File: src/rtl/alu_sequencer.sv
// alu_sequencer: instruction sequencer for the 8 x 12-bit register file / ALU
// datapath. It holds a small program, then fetches and decodes each word and
// drives the opcode and register-address fields to the datapath. After the
// opcode's execute latency it issues a one-cycle register write strobe.
// Instruction word layout: opcode[11:9], dest[8:6], src1[5:3], src2[2:0].
module alu_sequencer #(
  parameter int DEPTH   = 16,
  parameter int AW      = 4,
  parameter int LAT_ALU = 1,
  parameter int LAT_MUL = 3,
  parameter int LAT_FP  = 4
) (
  input  logic          clk,
  input  logic          rst_n,
  input  logic          load_en,
  input  logic [AW-1:0] load_addr,
  input  logic [11:0]   load_data,
  input  logic          start,
  input  logic          halt_req,
  output logic          busy,
  output logic          done,
  output logic [AW-1:0] pc,
  output logic [2:0]    opcode,
  output logic [2:0]    addr1,
  output logic [2:0]    addr2,
  output logic [2:0]    addr3,
  output logic          alu_valid,
  output logic          reg_we,
  output logic [7:0]    retired
);

  typedef enum logic [2:0] {
    S_IDLE   = 3'd0,
    S_FETCH  = 3'd1,
    S_DECODE = 3'd2,
    S_EXEC   = 3'd3,
    S_WB     = 3'd4,
    S_DONE   = 3'd5
  } state_t;

  localparam logic [2:0]    OP_HALT = 3'b000;
  localparam logic [AW-1:0] PC_LAST = AW'(DEPTH - 1);

  // Execute latency per opcode; the HALT encoding never reaches EXEC.
  function automatic logic [7:0] op_latency(input logic [2:0] op);
    logic [7:0] lat;
    case (op)
      3'b001, 3'b010, 3'b111: lat = 8'(LAT_ALU);
      3'b011, 3'b100:         lat = 8'(LAT_MUL);
      3'b101, 3'b110:         lat = 8'(LAT_FP);
      default:                lat = 8'(LAT_ALU);
    endcase
    return lat;
  endfunction

  state_t        r_state;
  logic [11:0]   r_mem [DEPTH];
  logic [11:0]   r_ir;
  logic [7:0]    r_cnt;
  logic [AW-1:0] r_pc;
  logic [7:0]    r_retired;
  logic          r_busy;
  logic          r_done;
  logic [2:0]    r_opcode;
  logic [2:0]    r_addr1;
  logic [2:0]    r_addr2;
  logic [2:0]    r_addr3;
  logic          r_alu_valid;
  logic          r_reg_we;

  // Loads are only accepted while no program is running.
  logic w_load_ok;
  assign w_load_ok = load_en && ((r_state == S_IDLE) || (r_state == S_DONE));

  // Program memory write port; contents survive reset on purpose.
  always_ff @(posedge clk) begin
    if (rst_n && w_load_ok) begin
      r_mem[load_addr] <= load_data;
    end
  end

  // Sequencer FSM with all datapath-facing outputs registered.
  always_ff @(posedge clk) begin
    if (!rst_n) begin
      r_state     <= S_IDLE;
      r_ir        <= 12'd0;
      r_cnt       <= 8'd0;
      r_pc        <= '0;
      r_retired   <= 8'd0;
      r_busy      <= 1'b0;
      r_done      <= 1'b0;
      r_opcode    <= 3'd0;
      r_addr1     <= 3'd0;
      r_addr2     <= 3'd0;
      r_addr3     <= 3'd0;
      r_alu_valid <= 1'b0;
      r_reg_we    <= 1'b0;
    end else begin
      case (r_state)
        S_IDLE, S_DONE: begin
          // A simultaneous load wins over start.
          if (start && !load_en) begin
            r_pc      <= '0;
            r_retired <= 8'd0;
            r_done    <= 1'b0;
            r_busy    <= 1'b1;
            r_state   <= S_FETCH;
          end
        end
        S_FETCH: begin
          r_ir    <= r_mem[r_pc];
          r_state <= S_DECODE;
        end
        S_DECODE: begin
          if (r_ir[11:9] == OP_HALT) begin
            r_busy  <= 1'b0;
            r_done  <= 1'b1;
            r_state <= S_DONE;
          end else begin
            r_cnt       <= op_latency(r_ir[11:9]);
            r_opcode    <= r_ir[11:9];
            r_addr1     <= r_ir[8:6];
            r_addr2     <= r_ir[5:3];
            r_addr3     <= r_ir[2:0];
            r_alu_valid <= 1'b1;
            r_state     <= S_EXEC;
          end
        end
        S_EXEC: begin
          // Counter loaded with LAT gives exactly LAT cycles of dwell.
          if (r_cnt <= 8'd1) begin
            r_cnt    <= 8'd0;
            r_reg_we <= 1'b1;
            r_state  <= S_WB;
          end else begin
            r_cnt <= r_cnt - 8'd1;
          end
        end
        S_WB: begin
          r_reg_we    <= 1'b0;
          r_alu_valid <= 1'b0;
          r_opcode    <= 3'd0;
          r_addr1     <= 3'd0;
          r_addr2     <= 3'd0;
          r_addr3     <= 3'd0;
          if (r_retired != 8'hFF) begin
            r_retired <= r_retired + 8'd1;
          end
          // Stop on request or at the last word; pc never wraps.
          if (halt_req || (r_pc == PC_LAST)) begin
            r_busy  <= 1'b0;
            r_done  <= 1'b1;
            r_state <= S_DONE;
          end else begin
            r_pc    <= r_pc + AW'(1);
            r_state <= S_FETCH;
          end
        end
        default: begin
          r_busy      <= 1'b0;
          r_done      <= 1'b0;
          r_alu_valid <= 1'b0;
          r_reg_we    <= 1'b0;
          r_state     <= S_IDLE;
        end
      endcase
    end
  end

  assign busy      = r_busy;
  assign done      = r_done;
  assign pc        = r_pc;
  assign opcode    = r_opcode;
  assign addr1     = r_addr1;
  assign addr2     = r_addr2;
  assign addr3     = r_addr3;
  assign alu_valid = r_alu_valid;
  assign reg_we    = r_reg_we;
  assign retired   = r_retired;

endmodule

File: config.mk
export PLATFORM = sky130hd
export DESIGN_NAME = alu_sequencer
export DESIGN_NICKNAME = d
export VERILOG_FILES = /design/src/rtl/alu_sequencer.sv
export SDC_FILE = /design/constraint.sdc
export NUM_CORES = 1
export LEC_CHECK = 0
export CAP_MARGIN = 20
export CORE_MARGIN = 2
export CORE_UTILIZATION = 55
export CTS_BUF_LIST = sky130_fd_sc_hd__clkbuf_4 sky130_fd_sc_hd__clkbuf_8
export DETAILED_ROUTE_END_ITERATION = 7
export MAX_ROUTING_LAYER = met4
export PLACE_DENSITY = 0.74
export SLEW_MARGIN = 25
export SYNTH_ARGS = -nofsm -noshare
export SYNTH_HDL_FRONTEND = slang
export SYNTH_SLANG_ARGS = --single-unit
export TNS_END_PERCENT = 100
File: constraint.sdc
create_clock -name clk -period 3 [get_ports clk]
set_input_delay 0.45 -clock clk [delete_from_list [all_inputs] [get_ports clk]]
set_output_delay 0.45 -clock clk [all_outputs]
set_load 0.1 [all_outputs]
== After elaboration in Yosys (flattened, before gate mapping) ==
Memory sizes are Yosys's and may differ from the RTL's. A register that Yosys moved wholly into a read port is not among the register bits.
Cells that the tools add are included.

* RAM bits: 192
* Logic and storage cells: 101
* Input bits: 21
* Flip-flop bits (word level): 39
* Output and inout port bits: 28
* Memories kept: 1

{| class="wikitable"
|+ Memory list
! memory !! depth !! width !! rd ports !! clocked after Yosys merged registers in !! write ports !! RTL line !! source
|-
| r_mem || 16 || 12 || 1 || 1 || 1 || 57 || <nowiki>logic [11:0] r_mem [DEPTH];</nowiki>
|}

* Add/subtract/negate cells: 3
* Muxes and demuxes: 37
* Bitwise gates (word level): 3
* Equality and inequality tests: 18
* Order comparisons: 1
* Reductions and logical operators: 26

{| class="wikitable"
|+ Operators with widths
! cell !! count
|-
| two-way mux 8 bit || 4
|-
| case mux 8 bit (2 select lines) || 2
|-
| case mux 3 bit (2 select lines) || 5
|-
| two-way mux 3 bit || 8
|-
| == test 3 bit (second input constant) || 5
|-
| case mux 3 bit (5 select lines) || 1
|-
| inequality test 2 bit (second input constant) || 7
|-
| two-way mux 1 bit || 10
|-
| AND reduction 2 bit || 5
|-
| == test 3 x 2 -> 1 bit (second input constant) || 3
|-
| adder 8 x 1 -> 8 bit (second input constant) || 1
|-
| <= comparator 8 x 1 -> 1 bit (second input constant) || 1
|-
| two-way mux 4 bit || 2
|-
| inequality test 8 bit (second input constant) || 1
|-
| case mux 1 bit (4 select lines) || 2
|-
| case mux 4 bit (2 select lines) || 1
|-
| OR reduction 2 bit || 4
|-
| OR reduction 4 bit || 2
|-
| subtractor 8 x 1 -> 8 bit (second input constant) || 1
|-
| zero test 3 bit || 2
|-
| AND reduction 3 bit || 2
|-
| nonzero test 2 bit || 3
|-
| adder 4 x 1 -> 4 bit (second input constant) || 1
|-
| == test 4 bit (second input constant) || 1
|-
| other kinds (7) || 14
|}

== Longest topological paths before layout ==
* Word-level depth: 6
* Mapped depth: 6
* Depth with buffers taken out: 6

== Worst setup path before layout ==
No wires, ideal clock.

* Path kind: register to register
* Start: register r_pc[1], in the netlist pc[1]
* End: register r_ir[9] (read register of r_mem)
* Data required time: 2883 ps
* Data arrival time: 2384 ps
* Period minus slack after synthesis: 2501 ps
* Setup time: 117 ps
* Stages on the path, launching flop included: 7
* Path buffers: 2
* Path slack: 499 ps
* Path through: dfxtp_1 buf_2 clkbuf_1 mux4_2 mux2_2 a22oi_1 nand2_1

{| class="wikitable"
|+ RTL lines
! element !! RTL line !! source
|-
| start, declared || 60 || <nowiki>logic [AW-1:0] r_pc;</nowiki>
|-
| start signal, assigned || 155 || <nowiki>r_pc <= r_pc + AW'(1);</nowiki>
|-
| end, declared || 58 || <nowiki>logic [11:0] r_ir;</nowiki>
|}

== Worst setup path after layout ==
* Start: register r_state[2]
* End: memory r_mem[0][0] (enable)

* Word-level cells in the longest chain between the ends: 6
* Elaborated cells on any way between the ends: 7
* Those cells by class: eq/ne (1); mux (2); reduce/logical (4)

{| class="wikitable"
|+ RTL lines
! element !! RTL line !! source
|-
| start, declared || 56 || <nowiki>state_t r_state;</nowiki>
|-
| start signal, assigned || 85 || <nowiki>r_state <= S_IDLE;</nowiki>
|-
| start signal, assigned || 107 || <nowiki>r_state <= S_FETCH;</nowiki>
|-
| start signal, assigned || 112 || <nowiki>r_state <= S_DECODE;</nowiki>
|-
| == test 3 bit or zero test 3 bit (tied branches) || 73 || <nowiki>assign w_load_ok = load_en && ((r_state == S_IDLE) || (r_state == S_DONE));</nowiki>
|-
| logical OR 1 bit * || 73 ||
|-
| logical AND 1 bit * || 73 ||
|-
| logical AND 1 bit * || 77 || <nowiki>if (rst_n && w_load_ok) begin</nowiki>
|-
| two-way mux 1 bit * || 77 ||
|-
| two-way mux 1 bit (implied by the code) * || 78 || <nowiki>r_mem[load_addr] <= load_data;</nowiki>
|-
| end, declared || 57 ||
|}

Every way passes the cells marked *; elsewhere a longest branch is shown, timed or not.

==> run metrics <==
Max transition margin=41.7%; MaxCap Viol Count=0; Seq cells post-synth=243; Initial Utilization=56.5%; status=completed; Synth area leader=edfxtp_1; Crit Path Class=reg2reg; gr busiest metal=met2; clock buffer depth=3; fmax=427 MHz; Finished Cell Area=11300 sq um; met2 global-route usage=38.3%; DRC Markers=0; Synth Flop Type=edfxtp_1; Port Buffers=48; Routed Antenna Nets=0; Area contributors post-synth=edfxtp_1, mux4_2, dfxtp_1, mux2_2, nand2_1; first-pass GRT wire length=32100 um; CTS Hold Buffers Added=0; Clock Skew=0.0119 ns; die height=138 um; H-Tree Depth=2; met3 Track Usage GR=4.30%; Filler cells=1186; Total GRT Usage=23.8%; final worst slack=0.657 ns; yosys warns=0; initial drt markers=414; Die W=138 um; post-route minimum period=2.34 ns; synthesized area per cell=16.2 sq um; CTS tree=built; async set-reset flop share out of synthesis=0%; Wirelength per Cell=22.3 um; number of enable flip-flop cells after synthesis=192; final cell count without fillers=947; post-place instance area=10600 sq um; most frequent cells in the layout=edfxtp_1, buf_4, nand2_1; P&R area growth vs syn=15.4%; Synth Cell Area=9810 sq um; Final Max Tran Viols=0; setup bufs post-CTS=0; Hold Path Class=reg2reg; DIE AREA=18900 sq um; Slew @ Worst Pin=0.869 ns; Core Area=17400 sq um; TritonCTS Buffers=40; Post-Place Setup Slack=0.215 ns; largest net degree at the start of global routing=49; Crit path arrival time=2.56 ns; Leakage Power=3.74 nW; Seq/Total Area, Yosys=69.2%; final hold vios=0; CTS clk-pin slew, worst paths=0.06 ns; CP Launch Type=register; worst skew pair latency=0.53 ns; initial antenna violation count=0; via count=5793; PostCTS Resize Cnt=0; Final #Nets=720; critical path fanouts, max=12; post-synth net total=631; Routability Congestion=0.855; clk sinks=243; RSZ-0062 raised after global routing=no; vias in the first global route=5803; layout cells sized above 1=28.3%; root buffer cell=clkbuf_8; via/cell ratio=6.12; Std-Cell Rows=48; Diodes inserted=0; most common cell after layout, fill and taps aside=edfxtp_1; WHS=0.462 ns; DP HPWL=13600 um; first-pass iteration count of the detailed router=8; Setup-failing EPs final=0; GRT Residual Overflow=0; placed instance count=878; routed wire length=21100 um; Syn Inst Count=606; I/O Pins=49; critical path endpoint category=register; post-synth top area share=58.8%; CP required=3.22 ns; final period utilization=78.1%; Fin Setup TNS=0 ns; Yosys cell types=60; PD cells=598 nW/um^2; GRT met1 Usage=31.1%; Worst VDD drop=336 uV
[area by class of cell]
class / instances / area, sq um / area share (%)
Clock buffer: 53 / 648 / 5.73
Clock inverter: 16 / 75.1 / 0.663
Inverter: 12 / 45.0 / 0.398
Multi-Input combinational cell: 321 / 2840 / 25.1
Sequential cell: 243 / 6790 / 60.0
Tap cell: 225 / 282 / 2.49
Timing Repair Buffer: 77 / 641 / 5.66
[state kept, by name (all words and copies together) (netlist names), 4 cells and up]
signal,flops
r_mem,192
retired,8
r_ir,12
r_cnt,8
pc,4
[cells by family after synthesis]
family | after synthesis | synth area share [%]
AOI/OAI and AO/OA | 97 | 7.03
muxes | 69 | 13.5
adders and majority gates | 5 | 0.625
and+or+nand+nor | 147 | 7.34
buffers and inverters | 42 | 2.07
DFF | 243 | 69.2
xor gates and xnor gates | 3 | 0.268
[metrics by stage]
step / power (W) / util [%]
floorplan: 0.00403 / -
global placement: 0.00417 / 61.1
detailed placement: 0.00419 / 61.1
finish: 0.00676 / 65.2
global route: 0.00700 / 65.2
CTS: 0.00681 / 65.2
[power breakdown]
group	total, W	leakage (nW)	internal (W)	switching [W]
Combinational	0.000410	1.22	0.000142	0.000268
Clock	0.00264	0.379	0.00141	0.00124
Sequential	0.00371	2.14	0.00368	0.0000330
Total	0.00676	3.74	0.00522	0.00154
[worst max-delay path, stage by stage (launching register included)]
cell     delay [ns]
dfxtp_1        0.32
xor2_1         0.20
nor4b_2        0.64
or3b_1         0.50
nor3_2         0.14
buf_4          0.24
[synth_stat cells, drive strengths merged, types with 7 or more instances]
cell,n
mux4,48
clkbuf,13
inv,10
o31ai,7
dfxtp,51
a22oi,14
buf,17
o21ai,11
mux2,21
a21oi,23
nor2,31
nor3,13
nand3,10
nand2,55
edfxtp,192
[path summary, 6_finish.rpt]
kind                            slack, ns  cells past startpoint          end        from
worst max-delay path                 0.66                      5  r_mem[0][0]  r_state[2]
worst min-delay path                 0.46                      2     addr3[2]    addr3[2]
worst max register to register       0.66                      5  r_mem[0][0]  r_state[2]
worst min register to register       0.46                      2     addr3[2]    addr3[2]
[metal layers]
layer  up-vias  routed length (um)  part of all wire [%]
met2       214               10400                    49
met1      2940                9010                    43
met5         -                   0                     0
li1       2596                   -                     -
met3        43                1210                   5.8
met4         0                 495                   2.3
Note: power is estimated with default switching activity, not from simulation.
